**config.mk**
```make
export PLATFORM = sky130hd
export DESIGN_NAME = ipl_loader_flat
export DESIGN_NICKNAME = d
export VERILOG_FILES = /design/src/rtl/ipl_loader_if.sv /design/src/rtl/ipl_loader.sv /design/src/flat_wrapper.sv
export SDC_FILE = /design/constraint.sdc
export NUM_CORES = 1
export LEC_CHECK = 0
export ABC_AREA = 1
export CORE_MARGIN = 5
export CORE_UTILIZATION = 55
export CTS_BUF_LIST = sky130_fd_sc_hd__clkbuf_2 sky130_fd_sc_hd__clkbuf_4 sky130_fd_sc_hd__clkbuf_8
export CTS_CLUSTER_DIAMETER = 60
export DETAILED_ROUTE_END_ITERATION = 12
export DONT_BUFFER_PORTS = 1
export GPL_ROUTABILITY_DRIVEN = 1
export GPL_TIMING_DRIVEN = 0
export PLACE_DENSITY = 0.77
export SYNTH_ARGS = -nofsm -noshare
export SYNTH_HDL_FRONTEND = slang
export SYNTH_SLANG_ARGS = --single-unit
```
**constraint.sdc**
```tcl
create_clock -name clk -period 1.8 [get_ports clk]
set_clock_uncertainty 0.05 [all_clocks]
set_input_delay 0.27 -clock clk [delete_from_list [all_inputs] [get_ports clk]]
set_output_delay 0.27 -clock clk [all_outputs]
set_load 0.01 [all_outputs]
```
**src/rtl/ipl_loader_if.sv**
```systemverilog
// Avalon-MM write bus from the IPL loader into the on-chip boot memory.
`timescale 1ns/1ps
interface ipl_loader_if;
  logic [10:0] avm_address;
  logic [3:0]  avm_byteenable;
  logic        avm_chipselect;
  logic        avm_write;
  logic [31:0] avm_writedata;
  logic        avm_clken;

  modport master (
    output avm_address, avm_byteenable, avm_chipselect, avm_write,
           avm_writedata, avm_clken
  );

  modport slave (
    input  avm_address, avm_byteenable, avm_chipselect, avm_write,
           avm_writedata, avm_clken
  );
endinterface

```
**src/rtl/ipl_loader.sv**
```systemverilog
// Copies a boot image from SPI flash (mode 0, READ 0x03) into IPL memory, holding the CPU in reset.
// Define IPL_LOADER_CHECKSUM_EN to read a trailing sum word and verify the image against it.
`timescale 1ns/1ps
module ipl_loader #(
  parameter logic [23:0] FLASH_OFFSET = 24'h000000,
  parameter int unsigned WORD_COUNT   = 2048,
  parameter int unsigned SCLK_DIV     = 2,
  parameter bit          AUTOSTART    = 1'b1
) (
  input  logic         clk,
  input  logic         reset_n,
  input  logic         start,
  output logic         spi_ss_n,
  output logic         spi_sck,
  output logic         spi_mosi,
  input  logic         spi_miso,
  ipl_loader_if.master avm,
  output logic         cpu_reset_req,
  output logic         busy,
  output logic         done,
  output logic         error
);

  localparam int unsigned      DIV_W    = (SCLK_DIV > 1) ? $clog2(SCLK_DIV) : 1;
  localparam logic [DIV_W-1:0] DIV_LAST = DIV_W'(SCLK_DIV - 1);
  localparam logic [10:0]      LAST_IDX = 11'(WORD_COUNT - 1);
  localparam logic [31:0]      READ_CMD = {8'h03, FLASH_OFFSET};

  typedef enum logic [2:0] {
    ST_IDLE, ST_CMD, ST_READ, ST_WRITE, ST_CHECK, ST_DONE, ST_FAIL
  } state_e;

  state_e            state_q, state_d;
  logic              auto_q, auto_d;
  logic [DIV_W-1:0]  div_q, div_d;
  logic [4:0]        bit_q, bit_d;
  logic [31:0]       tx_q, tx_d;
  logic [31:0]       rx_q, rx_d;
  logic              ss_n_q, ss_n_d;
  logic              sck_q, sck_d;
  logic [10:0]       idx_q, idx_d;
  logic [31:0]       wdata_q, wdata_d;
`ifdef IPL_LOADER_CHECKSUM_EN
  logic [31:0]       sum_q, sum_d;
  logic              trailer_q, trailer_d;
`endif

  logic launch, tick, fall, word_end, last_word;

  // Flash sends the first byte first; it lands in the least significant lane.
  function automatic logic [31:0] byte_swap(input logic [31:0] w);
    return {w[7:0], w[15:8], w[23:16], w[31:24]};
  endfunction

  always_comb begin
    state_d   = state_q;
    auto_d    = auto_q;
    div_d     = div_q;
    bit_d     = bit_q;
    tx_d      = tx_q;
    rx_d      = rx_q;
    ss_n_d    = ss_n_q;
    sck_d     = sck_q;
    idx_d     = idx_q;
    wdata_d   = wdata_q;
`ifdef IPL_LOADER_CHECKSUM_EN
    sum_d     = sum_q;
    trailer_d = trailer_q;
`endif
    launch    = 1'b0;
    tick      = (div_q == DIV_LAST);
    fall      = tick & sck_q;
    word_end  = fall & (bit_q == 5'd31);
    last_word = (idx_q == LAST_IDX);

    case (state_q)
      ST_IDLE: launch = start | auto_q;

      ST_CMD, ST_READ: begin
        div_d = tick ? '0 : div_q + 1'b1;
        if (tick)
          sck_d = ~sck_q;
        if (tick & ~sck_q)
          rx_d = {rx_q[30:0], spi_miso};
        // MOSI is tx_q[31]; the shifter empties to zero, so MOSI idles low in READ.
        if (fall) begin
          bit_d = bit_q + 5'd1;
          tx_d  = {tx_q[30:0], 1'b0};
        end
        if (word_end) begin
          if (state_q == ST_CMD) begin
            state_d = ST_READ;
          end else begin
`ifdef IPL_LOADER_CHECKSUM_EN
            if (trailer_q) begin
              state_d = ST_CHECK;
              ss_n_d  = 1'b1;
            end else begin
              state_d = ST_WRITE;
              wdata_d = byte_swap(rx_q);
            end
`else
            state_d = ST_WRITE;
            wdata_d = byte_swap(rx_q);
            ss_n_d  = last_word;
`endif
          end
        end
      end

      ST_WRITE: begin
`ifdef IPL_LOADER_CHECKSUM_EN
        sum_d = sum_q + wdata_q;
`endif
        // The index holds on the last word rather than wrapping to 0.
        if (last_word) begin
`ifdef IPL_LOADER_CHECKSUM_EN
          trailer_d = 1'b1;
          state_d   = ST_READ;
`else
          state_d   = ST_CHECK;
`endif
        end else begin
          idx_d   = idx_q + 11'd1;
          state_d = ST_READ;
        end
      end

      ST_CHECK: begin
`ifdef IPL_LOADER_CHECKSUM_EN
        state_d = (byte_swap(rx_q) == sum_q) ? ST_DONE : ST_FAIL;
`else
        state_d = ST_DONE;
`endif
      end

      ST_DONE, ST_FAIL: launch = start;

      default: state_d = ST_IDLE;
    endcase

    if (launch) begin
      state_d   = ST_CMD;
      auto_d    = 1'b0;
      ss_n_d    = 1'b0;
      sck_d     = 1'b0;
      div_d     = '0;
      bit_d     = '0;
      tx_d      = READ_CMD;
      idx_d     = '0;
`ifdef IPL_LOADER_CHECKSUM_EN
      sum_d     = '0;
      trailer_d = 1'b0;
`endif
    end
  end

  always_ff @(posedge clk or negedge reset_n) begin
    if (!reset_n) begin
      state_q   <= ST_IDLE;
      auto_q    <= AUTOSTART;
      div_q     <= '0;
      bit_q     <= '0;
      tx_q      <= '0;
      rx_q      <= '0;
      ss_n_q    <= 1'b1;
      sck_q     <= 1'b0;
      idx_q     <= '0;
      wdata_q   <= '0;
`ifdef IPL_LOADER_CHECKSUM_EN
      sum_q     <= '0;
      trailer_q <= 1'b0;
`endif
    end else begin
      state_q   <= state_d;
      auto_q    <= auto_d;
      div_q     <= div_d;
      bit_q     <= bit_d;
      tx_q      <= tx_d;
      rx_q      <= rx_d;
      ss_n_q    <= ss_n_d;
      sck_q     <= sck_d;
      idx_q     <= idx_d;
      wdata_q   <= wdata_d;
`ifdef IPL_LOADER_CHECKSUM_EN
      sum_q     <= sum_d;
      trailer_q <= trailer_d;
`endif
    end
  end

  assign spi_ss_n = ss_n_q;
  assign spi_sck  = sck_q;
  assign spi_mosi = tx_q[31];

  assign avm.avm_address    = idx_q;
  assign avm.avm_byteenable = (state_q == ST_WRITE) ? 4'hF : 4'h0;
  assign avm.avm_chipselect = (state_q == ST_WRITE);
  assign avm.avm_write      = (state_q == ST_WRITE);
  assign avm.avm_writedata  = wdata_q;
  assign avm.avm_clken      = 1'b1;

  assign busy          = (state_q == ST_CMD) || (state_q == ST_READ) ||
                         (state_q == ST_WRITE) || (state_q == ST_CHECK);
  assign done          = (state_q == ST_DONE);
  assign cpu_reset_req = (state_q != ST_DONE);
`ifdef IPL_LOADER_CHECKSUM_EN
  assign error         = (state_q == ST_FAIL);
`else
  assign error         = 1'b0;
`endif

endmodule

```
**src/flat_wrapper.sv**
```systemverilog
// flat-port wrapper written by rule: the top's interface ports become plain ports
module ipl_loader_flat 
#(
  parameter logic [23:0] FLASH_OFFSET = 24'h000000,
  parameter int unsigned WORD_COUNT   = 2048,
  parameter int unsigned SCLK_DIV     = 2,
  parameter bit          AUTOSTART    = 1'b1
)
  (clk, reset_n, start, spi_ss_n, spi_sck, spi_mosi, spi_miso, cpu_reset_req, busy, done, error, avm_avm_address, avm_avm_byteenable, avm_avm_chipselect, avm_avm_write, avm_avm_writedata, avm_avm_clken);
  ipl_loader_if avm_i ();
  input  logic clk;
  input  logic reset_n;
  input  logic start;
  output logic spi_ss_n;
  output logic spi_sck;
  output logic spi_mosi;
  input  logic spi_miso;
  output logic cpu_reset_req;
  output logic busy;
  output logic done;
  output logic error;
  output wire logic [$bits(avm_i.avm_address)-1:0] avm_avm_address;
  output wire logic [$bits(avm_i.avm_byteenable)-1:0] avm_avm_byteenable;
  output wire logic [$bits(avm_i.avm_chipselect)-1:0] avm_avm_chipselect;
  output wire logic [$bits(avm_i.avm_write)-1:0] avm_avm_write;
  output wire logic [$bits(avm_i.avm_writedata)-1:0] avm_avm_writedata;
  output wire logic [$bits(avm_i.avm_clken)-1:0] avm_avm_clken;
  assign avm_avm_address = avm_i.avm_address;
  assign avm_avm_byteenable = avm_i.avm_byteenable;
  assign avm_avm_chipselect = avm_i.avm_chipselect;
  assign avm_avm_write = avm_i.avm_write;
  assign avm_avm_writedata = avm_i.avm_writedata;
  assign avm_avm_clken = avm_i.avm_clken;
  ipl_loader #(.FLASH_OFFSET(FLASH_OFFSET), .WORD_COUNT(WORD_COUNT), .SCLK_DIV(SCLK_DIV), .AUTOSTART(AUTOSTART)) u_core (.clk(clk), .reset_n(reset_n), .start(start), .spi_ss_n(spi_ss_n), .spi_sck(spi_sck), .spi_mosi(spi_mosi), .spi_miso(spi_miso), .avm(avm_i), .cpu_reset_req(cpu_reset_req), .busy(busy), .done(done), .error(error));
endmodule
```
==> impl_results.md <==
- Mux cell area share after synthesis: 0%
- Largest net degree at the start of global routing: 96
- RSZ-0062 raised after global routing: yes
- Mean area per synthesized cell: 8.61 um^2
- Layout area overhead: 12.8%
- Hold_ws: -453 ps
- Worst setup EP type: output pin
- Final net count: 520
- Power density cells: 1230 mW/mm^2
- Via/cell ratio: 5.17
- Predominant post-synthesis flop cell: dfrtp_1
- Die Span X: 97.0 um
- Initial antenna violation count: 0
- Async SR Flop Fraction: 100%
- Design Area, Final: 0.00469 mm^2
- I/O pins: 61
- CTS tree: done
- Worst IR drop on VDD: 613 uV
- Clk buf depth: 2
- CP max FO: 7
- Area leader, netlist: dfrtp_1
- Seq cells post-synth: 95
- R2R Setup Slk: 60 ps
- Synth Area in XOR/XNOR: 0.842%
- # hold bufs at CTS: 1
- Worst setup SP type: register
- Violated checks: negative hold slack
- Antenna Cells: 0
- Post-synthesis cell area: 0.00416 mm^2
- Cells along the critical path: nor3_4, buf_4
- Total GRT Usage: 18.7%
- Wire per inst: 14.3 um
- Largest family of logic cells by synthesized area: simple AND/OR/NAND/NOR gates
- Critical Path Max Stage Delay: 470 ps
- Share of layout cells above drive strength 1: 16.6%
- Reg2reg end: u_core.avm.avm_writedata[28]
- Min-Delay Path Class: in2async
- Netlist cell types: 29
- Slowest stage cell, crit path: dfrtp_2
- # fillers: 601
- Final-report hold violation count: 95
- IO buf count: 0
- CP arrival: 1430 ps
- Count of max-cap constraint violations: 0
- Leading post-synthesis cells by cell area: dfrtp_1 (56%), nand2_1 (11%), inv_1 (5.2%)
- DRC Markers: 0
- GP Congestion: 0.836
- Most frequent cells after synthesis: nand2_1 (121), dfrtp_1 (93), inv_1 (58), nor2_1 (55), a21oi_1 (33)
- Yosys warns: 0
- Clk Latency, worst-skew pair: 360 ps
- Synth Instances: 483
- Post-Route WL: 8840 um
- Post-route ant nets: 0
- Final Slew Violations: 0
- FF-to-FF path depth: 9
- DP Area: 0.00428 mm^2
- Initial core utilization: 57.0%
- Crit path time final: 1750 ps
- Outcome: finished with violations
- WS Path Type: reg2out
- Count leader, synth: nand2_1
- Sequential fraction of the synthesis area: 57.2%
- Placeable core area: 0.00729 mm^2
- Clock Sinks: 95
- First-pass GRT wire length: 14,700 um
- Reg2reg start: u_core.bit_q[0]
- H-tree Lvls: 3
- Total grt overflow: 0
- 1st-iter DRT viols: 205
- Top-area cell type share of the netlist area: 56.0%
- Mapped Nets: 490
- Die ar.: 0.00940 mm^2
- Clock input transition at the sequential cells of the worst setup and hold paths: 100 ps
- Final setup viols: 0
- Fmax: 573 MHz
- CTS root buffer: clkbuf_8
- Compound-Gate Fraction of Synth Area: 9.51%
- Worst path required time: 1480 ps
- Synth Area in Adders: 0.903%
- Vias: 3,188
- Post-synth EDFFs: 0
- Setup TNS: 0 ps
- Final HPWL from detailed placement: 5730 um
- Core Rows: 31
- Final Cycle Share: 97.0%
- Leakage: 2.35 nW
- CTS Buf Count: 9
- Post-Synth Simple-Gate Area: 22.4%
- Vias in the first global route: 3,123
- Drt pass-1 iters: 4
- Die height: 97.0 um
-- sequential cells by signal, indices dropped and copies added (netlist names) --
name and flops:
u_core.auto_q 1, u_core.avm.avm_address 11, u_core.avm.avm_writedata 32, u_core.bit_q 5, u_core.div_q 1, u_core.rx_q 32
u_core.spi_sck 1, u_core.spi_ss_n 1, u_core.state_q 3, u_core.tx_q 8
-- worst max-delay path, delay by kind of cell, from the launching register on --
| kind | cells | cell delay [ps] |
|---|---|---|
| AND/OR/NAND/NOR | 1 | 400 |
| flip-flops | 1 | 470 |
| buffers and inverters | 1 | 200 |
-- worst max-delay path by stage --
stage                 startpoint  slack [ps]                           end  cells after the start
3_5_place_dp     u_core.bit_q[0]        -180  u_core.avm.avm_writedata[14]                      9
2_1_floorplan    u_core.bit_q[0]         190   u_core.avm.avm_writedata[0]                      9
6_report       u_core.state_q[2]          50         avm_avm_byteenable[2]                      2
5_1_grt        u_core.state_q[0]         -50         avm_avm_byteenable[0]                      3
4_1_cts        u_core.state_q[2]           9                 avm_avm_write                      2
3_3_place_gp     u_core.bit_q[0]        -140  u_core.avm.avm_writedata[12]                      9
-- cell families after synthesis --
kind of cell,count (synthesis)
and+or+nand+nor,216
xor gates and xnor gates,4
AOI/OAI and AO/OA,77
buffers and inverters,86
adders and majority gates,3
other,2
DFF,95
-- area by class of cell --
cell class / instances / area, um^2 / share of cell area, %
Multi-Input combinational cell: 304 / 1460 / 31.1
Buffer: 22 / 160 / 3.41
Clock inverter: 6 / 52.6 / 1.12
Timing Repair Buffer: 17 / 130 / 2.77
Inverter: 64 / 245 / 5.23
Clock buffer: 10 / 138 / 2.93
Sequential cell: 95 / 2390 / 50.8
Tap cell: 99 / 124 / 2.64
-- placed cells by master (no fill, tap or decap), types with 2 or more instances in the layout --
master and n:
inv_1 58, nor2_1 53, nand2_2 5, o21ai_1 28
nand4_1 4, a21oi_1 33, nand3_1 23, dfstp_2 2
buf_2 8, conb_1 2, o22ai_1 4, buf_6 4
buf_4 26, inv_8 2, nand2_1 119, o21ai_0 10
nand2_4 3, dfrtp_2 5, inv_2 4, xor2_1 4
dfrtp_1 88, inv_4 2, ha_2 2, nor2_4 3
clkbuf_8 10
-- through the flow --
| step | util [%] | cells | power (mW) | setup slack, ps |
|---|---|---|---|---|
| floorplan | - | 483 | 3.89 | 190 |
| global placement | 58.7 | 582 | 4.18 | -143 |
| detailed placement | 58.7 | 582 | 4.24 | -183 |
| CTS | 62.0 | 600 | 5.61 | 9.17 |
| global route | 64.4 | 617 | 6.16 | -51.5 |
| finish | 64.4 | 617 | 5.78 | 53.4 |
-- layer usage --
metal  vias up  GRT usage [%]  share of wire (%)
li1       1575              -                  -
met1      1529           24.2                 45
met2        75           30.1                 47
met3         9           6.19                6.6
met4         0           5.51                1.1
met5         -              0                  0
-- what timing repair did --
item	4_1_cts	5_1_grt
setup buffers	0	13
endpoints found under the hold margin	96	95
pin swaps	1	4
cloned	1	4
gates resized for setup	11	21
setup endpoints to repair	45	75
-- report_power, final --
group,total [mW],internal [mW],switching [mW]
clock network,1.34,0.565,0.778
logic,1.74,0.599,1.14
registers,2.69,2.40,0.294
total,5.78,3.56,2.21
No activity file was read; power rests on OpenSTA's default activity.
